[src/rtl/fetch_pkg.sv]
`default_nettype none
// +--------------------------------------------------------------------+
// | fetch_pkg : shared types and helpers for the instruction prefetch  |
// | Revision  : 1.0                                                    |
// +--------------------------------------------------------------------+
package fetch_pkg;

  localparam logic [31:0] NOP_INSTR_DEFAULT = 32'h0000_0013;

  // Slot fields are sized for the widest supported configuration; narrower
  // instances zero-extend on write and truncate on read.
  localparam int unsigned SLOT_XLEN = 64;
  localparam int unsigned SLOT_ILEN = 32;

  typedef struct packed {
    logic [SLOT_XLEN-1:0] pc;
    logic [SLOT_ILEN-1:0] instr;
    logic                 filled;
  } slot_t;

  function automatic int unsigned cnt_width(input int unsigned depth);
    return $clog2(depth) + 1;
  endfunction

endpackage
`default_nettype wire

[src/rtl/fetch_slot_ring.sv]
`default_nettype none
// +--------------------------------------------------------------------+
// | fetch_slot_ring : circular slot store with alloc/fill/head pointers |
// | Revision        : 1.0                                               |
// +--------------------------------------------------------------------+
module fetch_slot_ring
  import fetch_pkg::*;
#(
  parameter int unsigned XLEN  = 64,
  parameter int unsigned ILEN  = 32,
  parameter int unsigned DEPTH = 4
) (
  input  logic                         clk_i,
  input  logic                         rst_ni,
  input  logic                         flush_i,
  input  logic                         alloc_i,
  input  logic [XLEN-1:0]              alloc_pc_i,
  input  logic                         fill_i,
  input  logic [ILEN-1:0]              fill_instr_i,
  input  logic                         pop_i,
  output logic                         head_valid_o,
  output logic [XLEN-1:0]              head_pc_o,
  output logic [ILEN-1:0]              head_instr_o,
  output logic [cnt_width(DEPTH)-1:0]  alloc_cnt_o,
  output logic [cnt_width(DEPTH)-1:0]  filled_cnt_o
);

  localparam int unsigned PW = $clog2(DEPTH);
  localparam int unsigned CW = cnt_width(DEPTH);

  slot_t           slots_q [DEPTH];
  logic [PW-1:0]   alloc_ptr_q;
  logic [PW-1:0]   fill_ptr_q;
  logic [PW-1:0]   head_ptr_q;
  logic [CW-1:0]   alloc_cnt_q;
  logic [CW-1:0]   w_filled_cnt;

  always_ff @(posedge clk_i) begin
    if (!rst_ni) begin
      alloc_ptr_q <= '0;
      fill_ptr_q  <= '0;
      head_ptr_q  <= '0;
      alloc_cnt_q <= '0;
      for (int i = 0; i < int'(DEPTH); i++) begin
        slots_q[i] <= '0;
      end
    end else if (flush_i) begin
      alloc_ptr_q <= '0;
      fill_ptr_q  <= '0;
      head_ptr_q  <= '0;
      alloc_cnt_q <= '0;
      for (int i = 0; i < int'(DEPTH); i++) begin
        slots_q[i].filled <= 1'b0;
      end
    end else begin
      // Alloc, fill and pop always target distinct slots while the
      // occupancy bound on requests holds, so their writes never collide.
      if (alloc_i) begin
        slots_q[alloc_ptr_q].pc     <= SLOT_XLEN'(alloc_pc_i);
        slots_q[alloc_ptr_q].filled <= 1'b0;
        alloc_ptr_q                 <= alloc_ptr_q + PW'(1);
      end
      if (fill_i) begin
        slots_q[fill_ptr_q].instr  <= SLOT_ILEN'(fill_instr_i);
        slots_q[fill_ptr_q].filled <= 1'b1;
        fill_ptr_q                 <= fill_ptr_q + PW'(1);
      end
      if (pop_i) begin
        slots_q[head_ptr_q].filled <= 1'b0;
        head_ptr_q                 <= head_ptr_q + PW'(1);
      end
      alloc_cnt_q <= alloc_cnt_q + CW'(alloc_i) - CW'(pop_i);
    end
  end

  always_comb begin
    w_filled_cnt = '0;
    for (int i = 0; i < int'(DEPTH); i++) begin
      w_filled_cnt = w_filled_cnt + CW'(slots_q[i].filled);
    end
  end

  assign head_valid_o = slots_q[head_ptr_q].filled;
  assign head_pc_o    = XLEN'(slots_q[head_ptr_q].pc);
  assign head_instr_o = ILEN'(slots_q[head_ptr_q].instr);
  assign alloc_cnt_o  = alloc_cnt_q;
  assign filled_cnt_o = w_filled_cnt;

endmodule
`default_nettype wire

[src/rtl/instr_prefetch_unit.sv]
`default_nettype none
// +--------------------------------------------------------------------+
// | instr_prefetch_unit : decoupled fetch front end with prefetch queue |
// | Revision            : 1.0                                           |
// +--------------------------------------------------------------------+
module instr_prefetch_unit
  import fetch_pkg::*;
#(
  parameter int unsigned     XLEN      = 64,
  parameter int unsigned     ILEN      = 32,
  parameter int unsigned     DEPTH     = 4,
  parameter logic [XLEN-1:0] RESET_PC  = '0,
  parameter logic [ILEN-1:0] NOP_INSTR = ILEN'(NOP_INSTR_DEFAULT)
) (
  input  logic            clk_i,
  input  logic            rst_ni,
  input  logic            redirect_i,
  input  logic [XLEN-1:0] redirect_pc_i,
  output logic            imem_req_o,
  output logic [XLEN-1:0] imem_addr_o,
  input  logic            imem_gnt_i,
  input  logic            imem_rvalid_i,
  input  logic [ILEN-1:0] imem_rdata_i,
  output logic            instr_valid_o,
  input  logic            instr_ready_i,
  output logic [ILEN-1:0] instr_o,
  output logic [XLEN-1:0] pc_o
);

  localparam int unsigned CW = cnt_width(DEPTH);

  logic [XLEN-1:0] fetch_pc_q, fetch_pc_d;
  logic [CW-1:0]   drop_cnt_q, drop_cnt_d;

  logic [CW-1:0]   w_alloc_cnt;
  logic [CW-1:0]   w_filled_cnt;
  logic [CW:0]     w_occupancy;
  logic            w_grant;
  logic            w_fill;
  logic            w_pop;
  logic            w_head_valid;
  logic [XLEN-1:0] w_head_pc;
  logic [ILEN-1:0] w_head_instr;

  // Occupancy counts live slots plus responses still owed to a flushed path,
  // so a redirect cannot let in-flight traffic exceed DEPTH.
  assign w_occupancy = {1'b0, w_alloc_cnt} + {1'b0, drop_cnt_q};
  assign imem_req_o  = (w_occupancy < (CW+1)'(DEPTH));
  assign imem_addr_o = fetch_pc_q;

  assign w_grant = imem_req_o & imem_gnt_i;
  assign w_fill  = imem_rvalid_i & (drop_cnt_q == '0);
  assign w_pop   = w_head_valid & instr_ready_i;

  fetch_slot_ring #(
    .XLEN  (XLEN),
    .ILEN  (ILEN),
    .DEPTH (DEPTH)
  ) u_ring (
    .clk_i        (clk_i),
    .rst_ni       (rst_ni),
    .flush_i      (redirect_i),
    .alloc_i      (w_grant),
    .alloc_pc_i   (fetch_pc_q),
    .fill_i       (w_fill),
    .fill_instr_i (imem_rdata_i),
    .pop_i        (w_pop),
    .head_valid_o (w_head_valid),
    .head_pc_o    (w_head_pc),
    .head_instr_o (w_head_instr),
    .alloc_cnt_o  (w_alloc_cnt),
    .filled_cnt_o (w_filled_cnt)
  );

  always_comb begin
    fetch_pc_d = fetch_pc_q;
    drop_cnt_d = drop_cnt_q;
    if (redirect_i) begin
      fetch_pc_d = redirect_pc_i & ~XLEN'(3);
      // Every old-path response not yet received becomes a drop, including
      // one granted now, less one arriving now.
      drop_cnt_d = drop_cnt_q + (w_alloc_cnt - w_filled_cnt)
                 + CW'(w_grant) - CW'(imem_rvalid_i);
    end else begin
      if (w_grant) begin
        fetch_pc_d = fetch_pc_q + XLEN'(4);
      end
      if (imem_rvalid_i && (drop_cnt_q != '0)) begin
        drop_cnt_d = drop_cnt_q - CW'(1);
      end
    end
  end

  always_ff @(posedge clk_i) begin
    if (!rst_ni) begin
      fetch_pc_q <= RESET_PC;
      drop_cnt_q <= '0;
    end else begin
      fetch_pc_q <= fetch_pc_d;
      drop_cnt_q <= drop_cnt_d;
    end
  end

  assign instr_valid_o = w_head_valid;
  assign instr_o       = w_head_valid ? w_head_instr : NOP_INSTR;
  assign pc_o          = w_head_valid ? w_head_pc : '0;

  a_occupancy_bound : assert property (@(posedge clk_i) disable iff (!rst_ni)
    w_occupancy <= (CW+1)'(DEPTH));

endmodule
`default_nettype wire

[config.mk]
export PLATFORM = sky130hd
export DESIGN_NAME = instr_prefetch_unit
export DESIGN_NICKNAME = d
export VERILOG_FILES = /design/src/rtl/fetch_pkg.sv /design/src/rtl/fetch_slot_ring.sv /design/src/rtl/instr_prefetch_unit.sv
export SDC_FILE = /design/constraint.sdc
export NUM_CORES = 1
export LEC_CHECK = 0
export BUFFER_PORTS_ARGS = -buffer_cell sky130_fd_sc_hd__buf_2
export CORE_UTILIZATION = 63
export CTS_BUF_LIST = sky130_fd_sc_hd__clkbuf_16
export DETAILED_ROUTE_END_ITERATION = 16
export GPL_TIMING_DRIVEN = 0
export PLACE_DENSITY = 0.84
export SLEW_MARGIN = 25
export SYNTH_ARGS = -nofsm -noshare
export SYNTH_HDL_FRONTEND = slang
export SYNTH_SLANG_ARGS = --single-unit
[constraint.sdc]
create_clock -name clk_i -period 7.6 [get_ports clk_i]
set_input_delay 1.52 -clock clk_i [delete_from_list [all_inputs] [get_ports clk_i]]
set_output_delay 1.52 -clock clk_i [all_outputs]
set_load 0.005 [all_outputs]
==> results.toml <==
[status]
status = "completed"

[sta]
timing.final.crit_share_pct = 65.0
hold_violations = 0
fmax_ghz = 0.202
rsz0062_at_grt = "false"
worst_slew_margin_rel_pct = 28.8
worstMarginPinSlew_ns = 1.06
final.setup_skew_ns = 0.0185
report.final.slew_viol_count = 0
finalWorstPathRequiredPeriod_ns = 4.94
setup_viol_count_final = 0
fin_setup_tns_ns = 0

[die]
fp.coreArea_um2 = 34600
fp-row-count = 68
initial_utilization_pct = 64.1
fp.dieH_um = 190
ioPinCount = 264
dieArea_um2 = 36000
dieWidth_um = 190

[setup_path]
worst-endpoint-arrival_ns = 3.42
worst_ep_required_time_ns = 6.08
worstSetupEndpointType = "output pin"
critical_path.max_fanout = 10
critPathLaunchType = "flip-flop"
worst-setup-path-type = "flip-flop to output pin"

[yosys]
postSynthRegisterBits = 456
synth_enable_flop_cells = 376
yosys.area.top_type = "edfxtp_1"
sequential_fraction_of_the_synthesis_area_pct = 58.1
netlist-cell-type-count = 54
ys_async_sr_fraction_pct = 0
yosysWarnings = 0
post-synth-top-area-fraction_pct = 50.9
most_used_dff_post_synth = "edfxtp_1"
post_synth_main_area_contributors = "edfxtp_1 (51%), and3_1 (11%), mux4_2 (9.6%)"
synth.cell_area_um2 = 22200
syn-mean-instance-area_um2 = 12.6
synth_cells = 1761

[routing]
detailedRoute.firstIterationViolations = 2710
totalWireLength_um = 68700
route.antenna.remaining_nets = 0
detailroute.via_count = 17600
drc = 0
wire_per_inst_um = 26.7
drt-pass1-iter-count = 6
vias_per_cell = 6.84

[power_and_ir_drop]
vdd_ir_drop_max_uv = 189
power.density_nw_per_um2 = 228
power.leakage_uw = 0.0110

[clock_network]
cts_num_sinks = 456
root_buffer = "clkbuf_16"
post_cts.repair.setup_buffers = 0
ctsLongestPathBuffers = 3
clock_latency_ns = 0.55
cts-hold-fix-buffers = 0
cts_inserted_buffers = 46
clk_pin_slew_worst_paths_ns = 0.06
clock_tree.htree_level_count = 2
cts_repair_resized_insts = 0
cts_tree = "yes"

[global_routing]
antenna_violations_before_repair = 4
grt_max_degree = 45
grt_first_pass_wirelength_um = 102000
globalRouteTotalUtil_pct = 38.1
grt-ovfl-total = 0
first_global_vias = 16900

[placed_design]
dp.final_hpwl_um = 46100
place_inst = 2484
finalWeightedCongestion = 0.972
port-buffer-count = 257

[layout]
drive_above_1_share_pct = 21.3
area_growth_syn_to_layout_pct = 16.0
fin_cells = 2572
layout.nets = 2208

[min_path]
hold_path.class = "flip-flop to flip-flop"

[run]
drv_cap = 0
==> area by class of cell <==
| cell class | instances | area [µm²] |
|---|---|---|
| sequential | 456 | 12900 |
| fill | 2178 | 8900 |
| multi-input combinational | 1099 | 8550 |
| timing repair buffer | 266 | 1500 |
| clock buffer | 47 | 1180 |
| buffer | 181 | 708 |
| tap | 455 | 569 |
| clock inverter | 37 | 220 |
| inverter | 28 | 105 |
| antenna | 3 | 7.51 |
==> per-stage QoR <==
step / area [µm²] / hold slack (ns) / util [%] / power [µW] / setup WS (ns)
2_1_floorplan: 22200 / 0.469 / - / 3400 / 2.79
3_3_place_gp: 24100 / 0.477 / 69.5 / 3700 / 1.14
3_5_place_dp: 24300 / 0.499 / 70.2 / 3750 / 2.74
4_1_cts: 25700 / 0.507 / 74.2 / 5830 / 2.33
5_1_grt: 25700 / 0.529 / 74.3 / 6000 / 2.53
6_report: 25700 / 0.511 / 74.3 / 5870 / 2.66
==> sequential cells by signal, indices dropped and copies added (netlist names), named ones only <==
signal              cells
u_ring.slots_q        380
imem_addr_o            62
drop_cnt_q              3
u_ring.alloc_cnt_o      3
u_ring.alloc_ptr_q      2
u_ring.fill_ptr_q       2
u_ring.head_ptr_q       2
==> synthesized netlist by cell type, types with 4 or more instances <==
| library cell | n |
|---|---|
| nor3_1 | 19 |
| a22o_1 | 5 |
| buf_1 | 13 |
| a21oi_1 | 38 |
| nand2_1 | 61 |
| o21ai_0 | 58 |
| clkbuf_1 | 156 |
| nand2b_1 | 15 |
| xor2_1 | 14 |
| or3_1 | 5 |
| and3_1 | 376 |
| buf_4 | 4 |
| and2_1 | 109 |
| fa_1 | 7 |
| nor2b_1 | 4 |
| dfxtp_1 | 80 |
| o211a_1 | 10 |
| xnor2_1 | 34 |
| a31oi_1 | 12 |
| ha_1 | 21 |
| or4_1 | 12 |
| inv_1 | 27 |
| nand3_1 | 39 |
| and4_1 | 12 |
| mux4_2 | 95 |
| nand4_1 | 47 |
| o31ai_1 | 6 |
| nor4b_1 | 4 |
| buf_2 | 7 |
| edfxtp_1 | 376 |
| nor2_1 | 43 |
| nor4_1 | 17 |
==> layout by cell type (no fill, tap or decap), types with 19 or more instances in the layout <==
| cell type | n |
|---|---|
| xnor2_1 | 34 |
| o21ai_0 | 58 |
| dfxtp_1 | 80 |
| nor3_1 | 19 |
| a21oi_1 | 38 |
| nand2_1 | 57 |
| buf_2 | 264 |
| clkbuf_1 | 155 |
| clkbuf_16 | 47 |
| ha_1 | 21 |
| and3_1 | 376 |
| nand4_1 | 47 |
| edfxtp_1 | 376 |
| nand3_1 | 39 |
| mux4_2 | 95 |
| inv_1 | 45 |
| nor2_1 | 43 |
| and2_1 | 109 |
==> routing by layer <==
| metal | track usage [%] | share of wire [%] | wire, µm | vias to the layer above |
|---|---|---|---|---|
| met4 | 17.9 | 5.0 | 3420 | 0 |
| met1 | 51.8 | 34 | 23700 | 8514 |
| met3 | 9.28 | 14 | 9730 | 240 |
| met2 | 58.2 | 46 | 31900 | 1540 |
| li1 | - | - | - | 7311 |
| met5 | 0 | 0 | 0 | - |
==> path summary, 6_finish.rpt <==
| check | startpoint | end | slack [ns] | cells after the start |
|---|---|---|---|---|
| worst max-delay path | flip-flop | pc_o[43] | 2.66 | 6 |
| worst min-delay path | u_ring.alloc_ptr_q[1] | u_ring.alloc_ptr_q[1] | 0.51 | 2 |
| worst max register to register | u_ring.alloc_cnt_o[2] | u_ring.slots_q[1][57] | 3.41 | 9 |
| worst min register to register | u_ring.alloc_ptr_q[1] | u_ring.alloc_ptr_q[1] | 0.51 | 2 |
==> worst max-delay path, stage by stage (launching register included) <==
cell and delay (ns):
dfxtp_1 0.31, clkbuf_1 0.25, clkbuf_2 0.51, buf_1 0.77
mux4_2 0.67, and2_1 0.22, buf_2 0.13
==> kinds of logic after synthesis <==
logic type | share of synthesized area [%]
AND/OR/NAND/NOR | 20.7
flip-flops | 58.1
buffers and inverters | 3.65
AO/OA/AOI/OAI | 4.02
multiplexers | 9.83
XOR/XNOR | 1.89
adder cells (fa/ha/maj) | 1.82
other | 0.0169
==> power by group <==
part           switching (µW)  leakage, µW  internal (µW)  total (µW)
logic                     515      0.00568            294         809
clock network             944     0.000753           1190        2130
registers                88.9      0.00455           2840        2930
total                    1550       0.0110           4320        5870
No activity file was read; power rests on OpenSTA's default activity.
